## src/rtl/cmp_unit_arbiter.sv

```systemverilog
// cmp_unit_arbiter
//   Round-robin arbiter sharing one compare datapath among NREQ requesters.
//   At most one grant per cycle. Each requester owns a one-deep registered
//   response slot that holds until its consumer takes it.
//
// Ports
//   clk, rst_n   : rising-edge clock, asynchronous active-low reset
//   en           : arbitration enable (0 = no new grants, responses still drain)
//   req_valid    : per-requester request valid
//   req_ready    : one-hot (or zero) accept for the current cycle
//   req_in1/2    : operands, slice i belongs to requester i
//   req_ctrl     : 4-bit compare code, slice i belongs to requester i
//   rsp_valid    : response slot i holds a result
//   rsp_pred     : predicate result of slot i
//   rsp_illegal  : slot i was produced by an undefined control code (9..15)
//   rsp_ready    : consumer i takes its response
//   grant_id     : index of the current-cycle grant (0 when none)
//   gnt_cnt      : saturating count of all grants
module cmp_unit_arbiter #(
    parameter int unsigned WIDTH = 32,
    parameter int unsigned NREQ  = 4,
    parameter int unsigned IDW   = 2
) (
    input  logic                    clk,
    input  logic                    rst_n,
    input  logic                    en,
    input  logic [NREQ-1:0]         req_valid,
    output logic [NREQ-1:0]         req_ready,
    input  logic [NREQ*WIDTH-1:0]   req_in1,
    input  logic [NREQ*WIDTH-1:0]   req_in2,
    input  logic [NREQ*4-1:0]       req_ctrl,
    output logic [NREQ-1:0]         rsp_valid,
    output logic [NREQ-1:0]         rsp_pred,
    output logic [NREQ-1:0]         rsp_illegal,
    input  logic [NREQ-1:0]         rsp_ready,
    output logic [IDW-1:0]          grant_id,
    output logic [15:0]             gnt_cnt
);

    logic [NREQ-1:0]  rsp_valid_q;
    logic [NREQ-1:0]  rsp_pred_q;
    logic [NREQ-1:0]  rsp_illegal_q;
    logic [IDW-1:0]   ptr_q;
    logic [15:0]      gnt_cnt_q;

    logic [NREQ-1:0]  elig;
    logic [NREQ-1:0]  gnt_onehot;
    logic             gnt_found;
    logic [IDW-1:0]   gnt_idx;
    int unsigned      cand;

    logic [WIDTH-1:0] sel_in1;
    logic [WIDTH-1:0] sel_in2;
    logic [3:0]       sel_ctrl;
    logic             cmp_pred;
    logic             cmp_illegal;

    // A slot can accept a new result if it is empty or being drained this cycle.
    assign elig = req_valid & (~rsp_valid_q | rsp_ready);

    // Search ptr, ptr+1, ... modulo NREQ. Gated by rst_n so nothing is
    // accepted while reset is asserted.
    always_comb begin
        gnt_found  = 1'b0;
        gnt_idx    = '0;
        gnt_onehot = '0;
        cand       = 0;
        if (en && rst_n) begin
            for (int unsigned j = 0; j < NREQ; j++) begin
                cand = 32'(ptr_q) + j;
                if (cand >= NREQ) begin
                    cand = cand - NREQ;
                end
                if (!gnt_found && elig[cand[IDW-1:0]]) begin
                    gnt_found = 1'b1;
                    gnt_idx   = cand[IDW-1:0];
                end
            end
        end
        if (gnt_found) begin
            gnt_onehot[gnt_idx] = 1'b1;
        end
    end

    // Operand mux driven by the one-hot grant.
    always_comb begin
        sel_in1  = '0;
        sel_in2  = '0;
        sel_ctrl = '0;
        for (int unsigned i = 0; i < NREQ; i++) begin
            if (gnt_onehot[i]) begin
                sel_in1  = req_in1[i*WIDTH +: WIDTH];
                sel_in2  = req_in2[i*WIDTH +: WIDTH];
                sel_ctrl = req_ctrl[i*4 +: 4];
            end
        end
    end

    always_comb begin
        cmp_pred    = 1'b0;
        cmp_illegal = 1'b0;
        case (sel_ctrl)
            4'd0:    cmp_pred = (sel_in1 == '0);
            4'd1:    cmp_pred = (sel_in1 != '0);
            4'd2:    cmp_pred = 1'b1;
            4'd3:    cmp_pred = ($signed(sel_in1) >= $signed(sel_in2));
            4'd4:    cmp_pred = ($signed(sel_in1) <  $signed(sel_in2));
            4'd5:    cmp_pred = (sel_in1 >= sel_in2);
            4'd6:    cmp_pred = (sel_in1 <  sel_in2);
            4'd7:    cmp_pred = (sel_in1 == sel_in2);
            4'd8:    cmp_pred = (sel_in1 != sel_in2);
            default: cmp_illegal = 1'b1;
        endcase
    end

    always_ff @(posedge clk or negedge rst_n) begin
        if (!rst_n) begin
            rsp_valid_q   <= '0;
            rsp_pred_q    <= '0;
            rsp_illegal_q <= '0;
            ptr_q         <= '0;
            gnt_cnt_q     <= '0;
        end else begin
            for (int unsigned i = 0; i < NREQ; i++) begin
                // A regrant takes priority over a consume: the slot stays full.
                if (gnt_onehot[i]) begin
                    rsp_valid_q[i]   <= 1'b1;
                    rsp_pred_q[i]    <= cmp_pred;
                    rsp_illegal_q[i] <= cmp_illegal;
                end else if (rsp_ready[i]) begin
                    rsp_valid_q[i]   <= 1'b0;
                    rsp_pred_q[i]    <= 1'b0;
                    rsp_illegal_q[i] <= 1'b0;
                end
            end
            if (gnt_found) begin
                ptr_q <= (gnt_idx == IDW'(NREQ - 1)) ? '0 : gnt_idx + IDW'(1);
                if (gnt_cnt_q != 16'hFFFF) begin
                    gnt_cnt_q <= gnt_cnt_q + 16'd1;
                end
            end
        end
    end

    assign req_ready   = gnt_onehot;
    assign grant_id    = gnt_idx;
    assign rsp_valid   = rsp_valid_q;
    assign rsp_pred    = rsp_pred_q;
    assign rsp_illegal = rsp_illegal_q;
    assign gnt_cnt     = gnt_cnt_q;

endmodule

```

## config.mk

```make
export PLATFORM = sky130hd
export DESIGN_NAME = cmp_unit_arbiter
export DESIGN_NICKNAME = d
export VERILOG_FILES = /design/src/rtl/cmp_unit_arbiter.sv
export SDC_FILE = /design/constraint.sdc
export NUM_CORES = 1
export LEC_CHECK = 0
export ABC_AREA = 1
export BUFFER_PORTS_ARGS = -buffer_cell sky130_fd_sc_hd__buf_2
export CORE_MARGIN = 8
export CORE_UTILIZATION = 50
export DETAILED_ROUTE_END_ITERATION = 6
export GPL_TIMING_DRIVEN = 1
export HOLD_SLACK_MARGIN = 0.05
export PLACE_DENSITY = 0.88
export REMOVE_ABC_BUFFERS = 1
export SYNTH_ARGS = -nofsm -noshare
export SYNTH_HDL_FRONTEND = slang
export SYNTH_SLANG_ARGS = --single-unit
```

## constraint.sdc

```tcl
create_clock -name clk -period 11 [get_ports clk]
set_clock_uncertainty 0.2 [all_clocks]
set_input_delay 1.1 -clock clk [delete_from_list [all_inputs] [get_ports clk]]
set_output_delay 1.1 -clock clk [all_outputs]
set_load 0.01 [all_outputs]
```

==> results of run 1 <==
-- metal layers --
metal | vias to the layer above | wire length, um | GRT usage
li1 | 3920 | - | -
met1 | 3585 | 9160 | 0.347
met2 | 486 | 11500 | 0.515
met3 | 65 | 2540 | 0.0444
met4 | 0 | 755 | 0.121
met5 | - | 0 | 0
-- Yosys cell counts (2+ instances only) --
cell type  count  share of area
nor3_1         3         0.0026
buf_2         18          0.016
buf_6          6          0.012
a21oi_1       67          0.058
and2_1         2         0.0022
buf_1          6         0.0039
a21oi_2        3         0.0045
nand3_1       94          0.081
xnor2_1        2         0.0030
nand2_2        3         0.0032
nor4_1         4         0.0043
a311oi_1      29          0.044
o21ai_1        2         0.0017
ha_1          37          0.080
or2_1          9         0.0097
xor2_1        14          0.021
mux2_2         2         0.0039
or2_0          3         0.0032
o211ai_1       2         0.0026
nand3_2        2         0.0035
nand2_1      214           0.14
o22ai_1        2         0.0022
dfrtp_1       30           0.13
inv_2          4         0.0026
nor2_1       123          0.080
nand4_1      100           0.11
inv_1        177           0.11
clkbuf_1      41          0.027
o21ai_0       18          0.016
nand3b_1       3         0.0039
-- cell families (layout without fill, tap and decap cells) --
group,Yosys count,after routing
multiplexers,2,2
buffers and inverters,254,512
AND/OR/NAND/NOR,566,566
flip-flops,30,30
adder cells (fa/ha/maj),37,37
XOR/XNOR,16,16
AO/OA/AOI/OAI,128,128
other,0,6
-- state kept, by name (all words and copies together), names as in the netlist --
name         count
rsp_illegal      4
ptr_q            2
rsp_valid        4
gnt_cnt         16
rsp_pred         4
-- worst paths after layout --
check | endpoint | slack, ps | cells after the start
min in group asynchronous | gnt_cnt[2] | 660 | 1
min reg2reg | gnt_cnt[7] | 300 | 1
max in group asynchronous | rsp_valid[1] | 9500 | 1
max | rsp_pred[1] | 3450 | 28
max reg2reg | rsp_pred[1] | 4150 | 30
min | gnt_cnt[7] | 300 | 1
-- cell type report --
cell class,instances,area [um2]
clock inverter,2,10.0
antenna,6,15.0
sequential,30,751
inverter,182,687
timing repair buffer,323,1630
fill,1115,3940
clock buffer,5,125
multi-input combinational,749,4030
tap,143,179
-- stage by stage --
step / hold WS [ps] / worst slack (ps) / instances / area (um2) / total power, uW
floorplan: 321 / 787 / 961 / 5450 / 829
global placement: 278 / 3420 / 1427 / 7280 / 1100
detailed placement: 288 / 3180 / 1427 / 7280 / 1120
CTS: 303 / 3430 / 1434 / 7420 / 1260
global route: 323 / 2780 / 1435 / 7420 / 1390
finish: 296 / 3450 / 1440 / 7430 / 1260
-- power by group through the flow --
stage | clock (uW) | combinational, uW | sequential (uW)
floorplan | 0 | 658 | 171
global placement | 0 | 935 | 166
detailed placement | 0 | 954 | 166
CTS | 129 | 962 | 165
global route | 133 | 1090 | 168
finish | 129 | 968 | 166
==> results by group, run 1 <==
Synthesis
  • Proportion of synthesized area in mux cells: 0.00389
  • Mean Syn Cell Area: 5.61 um2
  • Post-synthesis cell type count: 43
  • Synth Area in Simple Gates: 0.450
  • XOR/XNOR share of the synthesized area: 0.0242
  • Syn Std Cell Area: 0.00579 mm2
  • Async set-reset flop share out of synthesis: 1.00
  • Sequential share of the synthesized area: 0.130
  • Post-synthesis adder-cell area fraction: 0.0799
  • Syn. warnings: 0
  • Post-Syn Instances: 1033
  • Largest family of logic cells by synthesized area: simple AND/OR/NAND/NOR gates
  • Predominant post-synthesis flop cell: dfrtp_1
  • EDFF count, synth: 0
  • Synth Area in Compound Gates: 0.136
  • Synthesized flop and latch total: 30

Worst hold path
  • Hold Crit Class: flop to flop
  • Hold_sp: gnt_cnt[7]

Job
  • Maxcap violations: 0

Finish
  • Layout cell share with drive strength beyond 1: 0.274
  • Area growth syn-to-layout: 28.3%
  • Commonest non-fill, non-tap cell in the layout: buf_2
  • Commonest non-fill, non-tap cells in the layout: buf_2, nand2_1, inv_1
  • Final nets: 1611
  • Final Core Density: 0.654

Power
  • Net switching power: 701 uW
  • Leakage Power: 0.00461 uW
  • Switching share of total power: 0.555
  • Clk network pwr share: 0.102
  • Gate power share: 0.767
  • Cell Pwr Density: 170 mW/mm2
  • Cell internal pwr: 561 uW
  • Part of the power in registers: 0.131
  • Peak supply drop: 0.000147 V

Clock network
  • TritonCTS clock tree: done
  • CTS Buf Count: 5
  • Setup Buffers After CTS: 0
  • Clock-pin slew on the worst setup and hold paths: 50 ps
  • H-tree Lvls: 2
  • CTS root buf: clkbuf_16
  • Number of buffers added to fix hold violations after cts: 0
  • Clock Sink Count: 30
  • Clk_lat worst skew: 270 ps
  • Post-cts resize count: 0
  • Clk buf depth: 2

Drt
  • Routed len/inst: 16.7 um
  • Vias: 8056
  • Final ANT Viol Nets: 0
  • Pre-antenna DRT Iters: 6
  • Number of remaining DRC errors: 0
  • DRT Wirelength: 24.0 mm
  • Number of DRC markers in iteration 0: 913
  • Drt via density: 5.59

Global routing
  • Initial antenna violation count: 1
  • GRT Total Usage: 0.292
  • Largest net degree at the start of global routing: 98
  • First-pass GRT wire length: 36.3 mm
  • Vias in the first global route: 7455
  • GRT overflow: 0

Timing
  • Hold Violations, Final: 0
  • Rel. slew slack: 0.268
  • Actual slew at the worst max-slew pin: 1100 ps
  • Tcrit/Tclk final: 0.686
  • Setup violations, final: 0
  • RSZ-0062 raised after global routing: no
  • Setup TNS: 0 ps
  • Max Transition Viols Final: 0
  • F_max: 133 MHz
  • Tmin final: 7550 ps

Floorplanning
  • # IOs: 317
  • Die height: 124 um
  • Number of cell rows: 39
  • Die W: 124 um
  • Starting Density: 0.510
  • Core area: 0.0114 mm2
  • Die ar.: 0.0153 mm2

Placement
  • Hpwl dp: 18.4 mm
  • Final RePlAce weighted congestion: 0.967
  • PortBufs: 316

Worst setup path
  • Crit path top cell by count: nand2_1
  • WP buf/inv: 5
  • Worst path slowest cell: nor2_4
  • Crit. End Element: flop
  • WP data required: 10950 ps
  • Launch point of the worst path: rst_n
  • RR Startpoint: ptr_q[0]
  • Crit path kind: input pin to flop
  • Crit-path max cell delay: 760 ps
  • Critical Path AT: 7500 ps
  • Setup crit start kind: input pin
  • Crit path max fanout: 73
  • Crit path max-delay family: simple AND/OR/NAND/NOR gates

Outcome
  • Status: completed
No activity file was read; power rests on OpenSTA's default activity.
==> inputs of run 2 (changes only) <==
--- a/config.mk
+++ b/config.mk
@@ -8,11 +8,11 @@
 export ABC_AREA = 1
 export BUFFER_PORTS_ARGS = -buffer_cell sky130_fd_sc_hd__buf_2
 export CORE_MARGIN = 8
-export CORE_UTILIZATION = 50
+export CORE_UTILIZATION = 47
 export DETAILED_ROUTE_END_ITERATION = 6
 export GPL_TIMING_DRIVEN = 1
 export HOLD_SLACK_MARGIN = 0.05
-export PLACE_DENSITY = 0.88
+export PLACE_DENSITY = 0.84
 export REMOVE_ABC_BUFFERS = 1
 export SYNTH_ARGS = -nofsm -noshare
 export SYNTH_HDL_FRONTEND = slang
==> constraint.sdc (replaced) <==
create_clock -name clk -period 7.4 [get_ports clk]
set_clock_uncertainty 0.2 [all_clocks]
set_input_delay 0.74 -clock clk [delete_from_list [all_inputs] [get_ports clk]]
set_output_delay 0.74 -clock clk [all_outputs]
set_load 0.01 [all_outputs]
==> results by group, run 2 (synthesized netlist as in run 1, its figures left out) <==
Clock network
  • Clock Sink Count: 30
  • Number of buffers added to fix hold violations after cts: 0
  • Clk buf depth: 2
  • TritonCTS clock tree: done
  • H-tree Lvls: 2
  • CTS Buf Count: 5
  • CTS root buf: clkbuf_16
  • Post-cts resize count: 0
  • Clk_lat worst skew: 280 ps
  • Setup Buffers After CTS: 0
  • Clock-pin slew on the worst setup and hold paths: 50 ps

Global routing
  • Initial antenna violation count: 0
  • GRT overflow: 0
  • Largest net degree at the start of global routing: 99
  • GRT Total Usage: 0.282
  • First-pass GRT wire length: 37.4 mm
  • Vias in the first global route: 7656

Timing
  • Final WS setup: 1490 ps
  • RSZ-0062 raised after global routing: no
  • F_max: 169 MHz
  • Tmin final: 5910 ps
  • Actual slew at the worst max-slew pin: 943 ps
  • Max Transition Viols Final: 0
  • Hold Violations, Final: 0
  • Tcrit/Tclk final: 0.798
  • Hold slack: 288 ps
  • Setup violations, final: 0
  • Rel. slew slack: 0.370

Worst hold path
  • WHS Path Cells: 1
  • Hold_sp: gnt_cnt[14]
  • Hold Crit Class: flop to flop
  • Hold-critical path endpoint: gnt_cnt[14]

Floorplanning
  • Die ar.: 0.0161 mm2
  • Number of cell rows: 40
  • Starting Density: 0.482
  • Die height: 127 um
  • Die W: 127 um
  • # IOs: 317
  • Core area: 0.0120 mm2

Drt
  • DR WL met3: 2.47 mm
  • Routed met2 length: 11.5 mm
  • Met1 Routed Length: 9.14 mm
  • Number of remaining DRC errors: 0
  • DRT Wirelength: 23.9 mm
  • Drt via density: 5.47
  • Top Layer Used: met4
  • Pre-antenna DRT Iters: 5
  • Vias: 7895
  • Final ANT Viol Nets: 0
  • Routed len/inst: 16.6 um
  • Number of DRC markers in iteration 0: 638

Placement
  • Final RePlAce weighted congestion: 0.895
  • PortBufs: 316
  • Pre-CTS setup slack: 1130 ps
  • Hpwl dp: 18.5 mm

Outcome
  • Status: completed

Worst setup path
  • Worst path slowest cell: nand3_4
  • Crit path top cell by count: nand2_1
  • Critical Path AT: 5870 ps
  • Crit. End Element: flop
  • RR Startpoint: ptr_q[0]
  • Reg2reg end: rsp_pred[3]
  • R2R Setup Slk: 1630 ps
  • Setup crit start kind: input pin
  • Crit path kind: input pin to flop
  • Worst R2R Path Depth: 32
  • Crit-path max cell delay: 470 ps
  • WP data required: 7360 ps
  • Crit path max fanout: 52

Power
  • Cell Pwr Density: 251 mW/mm2
  • Peak supply drop: 0.000285 V
  • Leakage Power: 0.00464 uW
  • Total Power: 1880 uW

Finish
  • Area growth syn-to-layout: 28.9%
  • Commonest non-fill, non-tap cells in the layout: buf_2, nand2_1, inv_1
  • Final nets: 1615
  • Layout cell share with drive strength beyond 1: 0.276
  • Commonest non-fill, non-tap cell in the layout: buf_2
  • Final Core Density: 0.622
  • Max reg flops: 16

Job
  • Maxcap violations: 0
## run 2: metrics by stage
step           instances  cell area [um2]  setup TNS [ps]
6_report            1443             7470               0
5_1_grt             1441             7460               0
4_1_cts             1441             7460               0
3_5_place_dp        1435             7320               0
3_3_place_gp        1435             7320               0
2_1_floorplan        961             5450          -12040
## run 2: how the worst max path moves through the flow
stage                       startpoint          end  slack, ps
final                     rsp_ready[3]  rsp_pred[3]       1490
after global routing      rsp_ready[3]  rsp_pred[2]        930
after CTS                 rsp_ready[3]  rsp_pred[3]       1420
after detailed placement  rsp_ready[3]  rsp_pred[3]       1130
after global placement    rsp_ready[3]  rsp_pred[3]       1260
after floorplan           rsp_ready[1]  rsp_pred[3]      -2450
## run 2: report_power, final
group,switching [uW],internal [uW]
Clock,69.8,130
Combinational,913,515
Sequential,46.4,201
Total,1030,846
## run 2: cell type report
type	instances	area, um2
multi-input combinational	749	4030
inverter	182	687
fill	1195	4540
tap	147	184
sequential	30	751
antenna	2	5.00
timing repair buffer	327	1680
clock buffer	6	139
## run 2: per-layer routing
| metal | GRT usage | vias up |
|---|---|---|
| met4 | 0.111 | 0 |
| met5 | 0 | - |
| met3 | 0.0682 | 59 |
| met2 | 0.498 | 415 |
| li1 | - | 3921 |
| met1 | 0.320 | 3500 |
## run 2: critical path, delay by kind of cell
kind | cells | cell delay [ps]
fa+ha+maj | 2 | 640
mux | 1 | 270
compound gates | 3 | 350
simple gates | 24 | 3180
buf+inv | 4 | 650
==> inputs of run 3 (changes only) <==
--- a/config.mk
+++ b/config.mk
@@ -5,14 +5,14 @@
 export SDC_FILE = /design/constraint.sdc
 export NUM_CORES = 1
 export LEC_CHECK = 0
-export ABC_AREA = 1
+export ABC_AREA = 0
 export BUFFER_PORTS_ARGS = -buffer_cell sky130_fd_sc_hd__buf_2
-export CORE_MARGIN = 8
-export CORE_UTILIZATION = 47
+export CORE_AREA = 8 8 116 118
 export DETAILED_ROUTE_END_ITERATION = 6
+export DIE_AREA = 0 0 124 126
 export GPL_TIMING_DRIVEN = 1
 export HOLD_SLACK_MARGIN = 0.05
-export PLACE_DENSITY = 0.84
+export PLACE_DENSITY = 0.77
 export REMOVE_ABC_BUFFERS = 1
 export SYNTH_ARGS = -nofsm -noshare
 export SYNTH_HDL_FRONTEND = slang
==> constraint.sdc (replaced) <==
create_clock -name clk -period 6.1 [get_ports clk]
set_clock_uncertainty 0.2 [all_clocks]
set_input_delay 0.61 -clock clk [delete_from_list [all_inputs] [get_ports clk]]
set_output_delay 0.61 -clock clk [all_outputs]
set_load 0.01 [all_outputs]
==> results by group, run 3 <==
Outcome
  • Status: completed

Global routing
  • GRT overflow: 0
  • Most Crowded Layer GR: met2
  • Met1 Resource Use GR: 0.301
  • GRT Total Usage: 0.271
  • Largest net degree at the start of global routing: 37
  • Global Route met2 Usage: 0.485
  • Global Route met3 Usage: 0.0675
  • First-pass GRT wire length: 33.7 mm
  • Initial antenna violation count: 3
  • Vias in the first global route: 6391

Synthesis
  • Post-synthesis cell type count: 60
  • Async set-reset flop share out of synthesis: 1.00
  • Syn Std Cell Area: 0.00458 mm2
  • EDFF count, synth: 0
  • Synth cell count leaders: nor2_1, a221oi_1, a21oi_1, nand2_1, nor3_1
  • Mean Syn Cell Area: 7.16 um2
  • Synth Area in Simple Gates: 0.297
  • Synth top area share: 0.164
  • Syn. warnings: 0
  • Synth area leaders: dfrtp_1, a221oi_1, ha_1
  • Cell with the most instances after synthesis: nor2_1
  • Post-synthesis adder-cell area fraction: 0.101
  • XOR/XNOR share of the synthesized area: 0.0287
  • Synthesized flop and latch total: 30
  • Synth Area in Compound Gates: 0.346
  • Predominant post-synthesis flop cell: dfrtp_1
  • Post-Syn Instances: 640
  • Proportion of synthesized area in mux cells: 0.00928
  • Sequential share of the synthesized area: 0.164
  • Largest family of logic cells by synthesized area: compound AO/OA/AOI/OAI gates
  • Synth area leader: dfrtp_1

Floorplanning
  • # IOs: 317
  • Core area: 0.0117 mm2
  • Die W: 124 um
  • Die height: 126 um
  • Number of cell rows: 40
  • Die ar.: 0.0156 mm2
  • Starting Density: 0.391

Worst setup path
  • Crit path cell chain: buf_2 -> nand2b_1 -> a22oi_2 -> buf_4 -> o21ai_0 -> nand2b_1 -> a221o_1 -> ha_1 -> buf_4 -> nor2b_2 -> buf_4 -> a221oi_1 -> nor3_1 -> ha_1 -> a21oi_1 -> o21ai_0 -> o311a_1 -> a2111o_1 -> or3_1 -> a311oi_1 -> o31ai_1 -> o211ai_1
  • Crit path top cell by count: buf_4
  • Crit path max fanout: 15
  • Setup crit start kind: input pin
  • Launch point of the worst path: rsp_ready[3]
  • Crit path kind: input pin to flop
  • Worst path slowest cell: a311oi_1
  • WP data required: 6080 ps
  • R2R Setup Slk: 490 ps
  • Crit. End Element: flop
  • WP buf/inv: 4
  • Crit-path max cell delay: 490 ps
  • Critical Path AT: 5660 ps
  • Crit path max-delay family: compound AO/OA/AOI/OAI gates
  • RR Startpoint: rsp_valid[0]

Clock network
  • Clock-pin slew on the worst setup and hold paths: 50 ps
  • Clk_lat worst skew: 270 ps
  • CTS root buf: clkbuf_16
  • Clk buf depth: 2
  • TritonCTS clock tree: done
  • Clock Sink Count: 30
  • Setup Buffers After CTS: 0
  • H-tree Lvls: 2
  • CTS Buf Count: 5

Worst hold path
  • Hold Crit Class: input pin to async pin

Timing
  • Final WS setup: 417 ps
  • Rel. slew slack: 0.395
  • RSZ-0062 raised after global routing: no
  • F_max: 176 MHz
  • Tmin final: 5680 ps
  • Setup violations, final: 0
  • Tcrit/Tclk final: 0.932
  • Max Transition Viols Final: 0
  • Actual slew at the worst max-slew pin: 907 ps
  • Hold Violations, Final: 0

Placement
  • Final RePlAce weighted congestion: 1.01
  • Pre-CTS setup slack: 243 ps
  • Hpwl dp: 18.8 mm
  • Placed cell count: 1084
  • PortBufs: 316

Drt
  • Vias: 6464
  • Drt via density: 5.91
  • Final ANT Viol Nets: 0
  • Number of DRC markers in iteration 0: 547
  • DRT Wirelength: 22.2 mm
  • Number of remaining DRC errors: 0
  • Routed len/inst: 20.3 um
  • Pre-antenna DRT Iters: 6

Finish
  • Area growth syn-to-layout: 43.7%
  • Finished Layout Cells: 1094
  • Final nets: 1264
  • Max reg flops: 16
  • Layout cell share with drive strength beyond 1: 0.385
  • Commonest non-fill, non-tap cell in the layout: buf_2
  • Commonest non-fill, non-tap cells in the layout: buf_2, nor2_1, a221oi_1

Power
  • Cell Pwr Density: 163 mW/mm2
  • Switching share of total power: 0.392
  • Clk network pwr share: 0.226
  • Gate power share: 0.531
  • Part of the power in registers: 0.243
  • Cell internal pwr: 652 uW
  • Peak supply drop: 0.000204 V
  • Leakage Power: 0.00330 uW
  • Net switching power: 421 uW

Job
  • Maxcap violations: 0
run 3: cell types whose count changed after synthesis, sizes merged, moves of 21 or more:
cell / before / now
a221oi: 0 / 59
a311oi: 29 / 4
inv: 182 / 12
nand2: 217 / 54
nand3: 97 / 14
nand4: 100 / 14
nor2: 125 / 63
nor3: 3 / 54
o22ai: 2 / 23
run 3: cell families after synthesis:
family	after synthesis
xor+xnor	15
flops	30
mux	4
fa+ha+maj	37
buf+inv	62
simple gates	270
compound gates	222
run 3: final timing paths:
path | end | depth (start not counted)
hold reg to reg | gnt_cnt[9] | 1
setup / recovery | rsp_pred[3] | 22
min in group clk | gnt_cnt[9] | 1
setup reg to reg | rsp_pred[3] | 21
max in group asynchronous | gnt_cnt[9] | 2
hold / removal | rsp_valid[2] | 2
run 3: metal layers:
layer,vias to the layer above,part of all wire
li1,3118,-
met4,2,0.033
met5,-,0.00054
met2,352,0.51
met1,2932,0.36
met3,60,0.096
run 3: power by group through the flow:
stage	Sequential, uW	Clock [uW]	Combinational [uW]
6_report	261	243	570
5_1_grt	265	254	630
4_1_cts	260	248	563
3_5_place_dp	263	0	560
3_3_place_gp	261	0	554
2_1_floorplan	268	0	312
run 3: repair_timing:
action / 4_1_cts / 5_1_grt
gates resized for setup: 0 / 2
endpoints found under the setup margin: 0 / 4
hold buffers: 0 / 0
run 3: layout make-up:
cell class,instances,area [um2]
timing repair buffer,343,1830
inverter,16,60.1
clock inverter,1,5.00
sequential,30,751
clock buffer,7,143
fill,1176,5130
tap,147,184
multi-input combinational,548,3600
antenna,2,5.00
run 3: stage by stage:
step	util	TNS, ps	hold WS [ps]	power, uW	cell area, um2
finish	0.562	0	179	1070	6590
global route	0.562	0	218	1150	6590
CTS	0.561	0	188	1070	6570
detailed placement	0.548	0	293	823	6420
global placement	0.548	0	283	815	6420
floorplan	-	-5760	114	580	4390
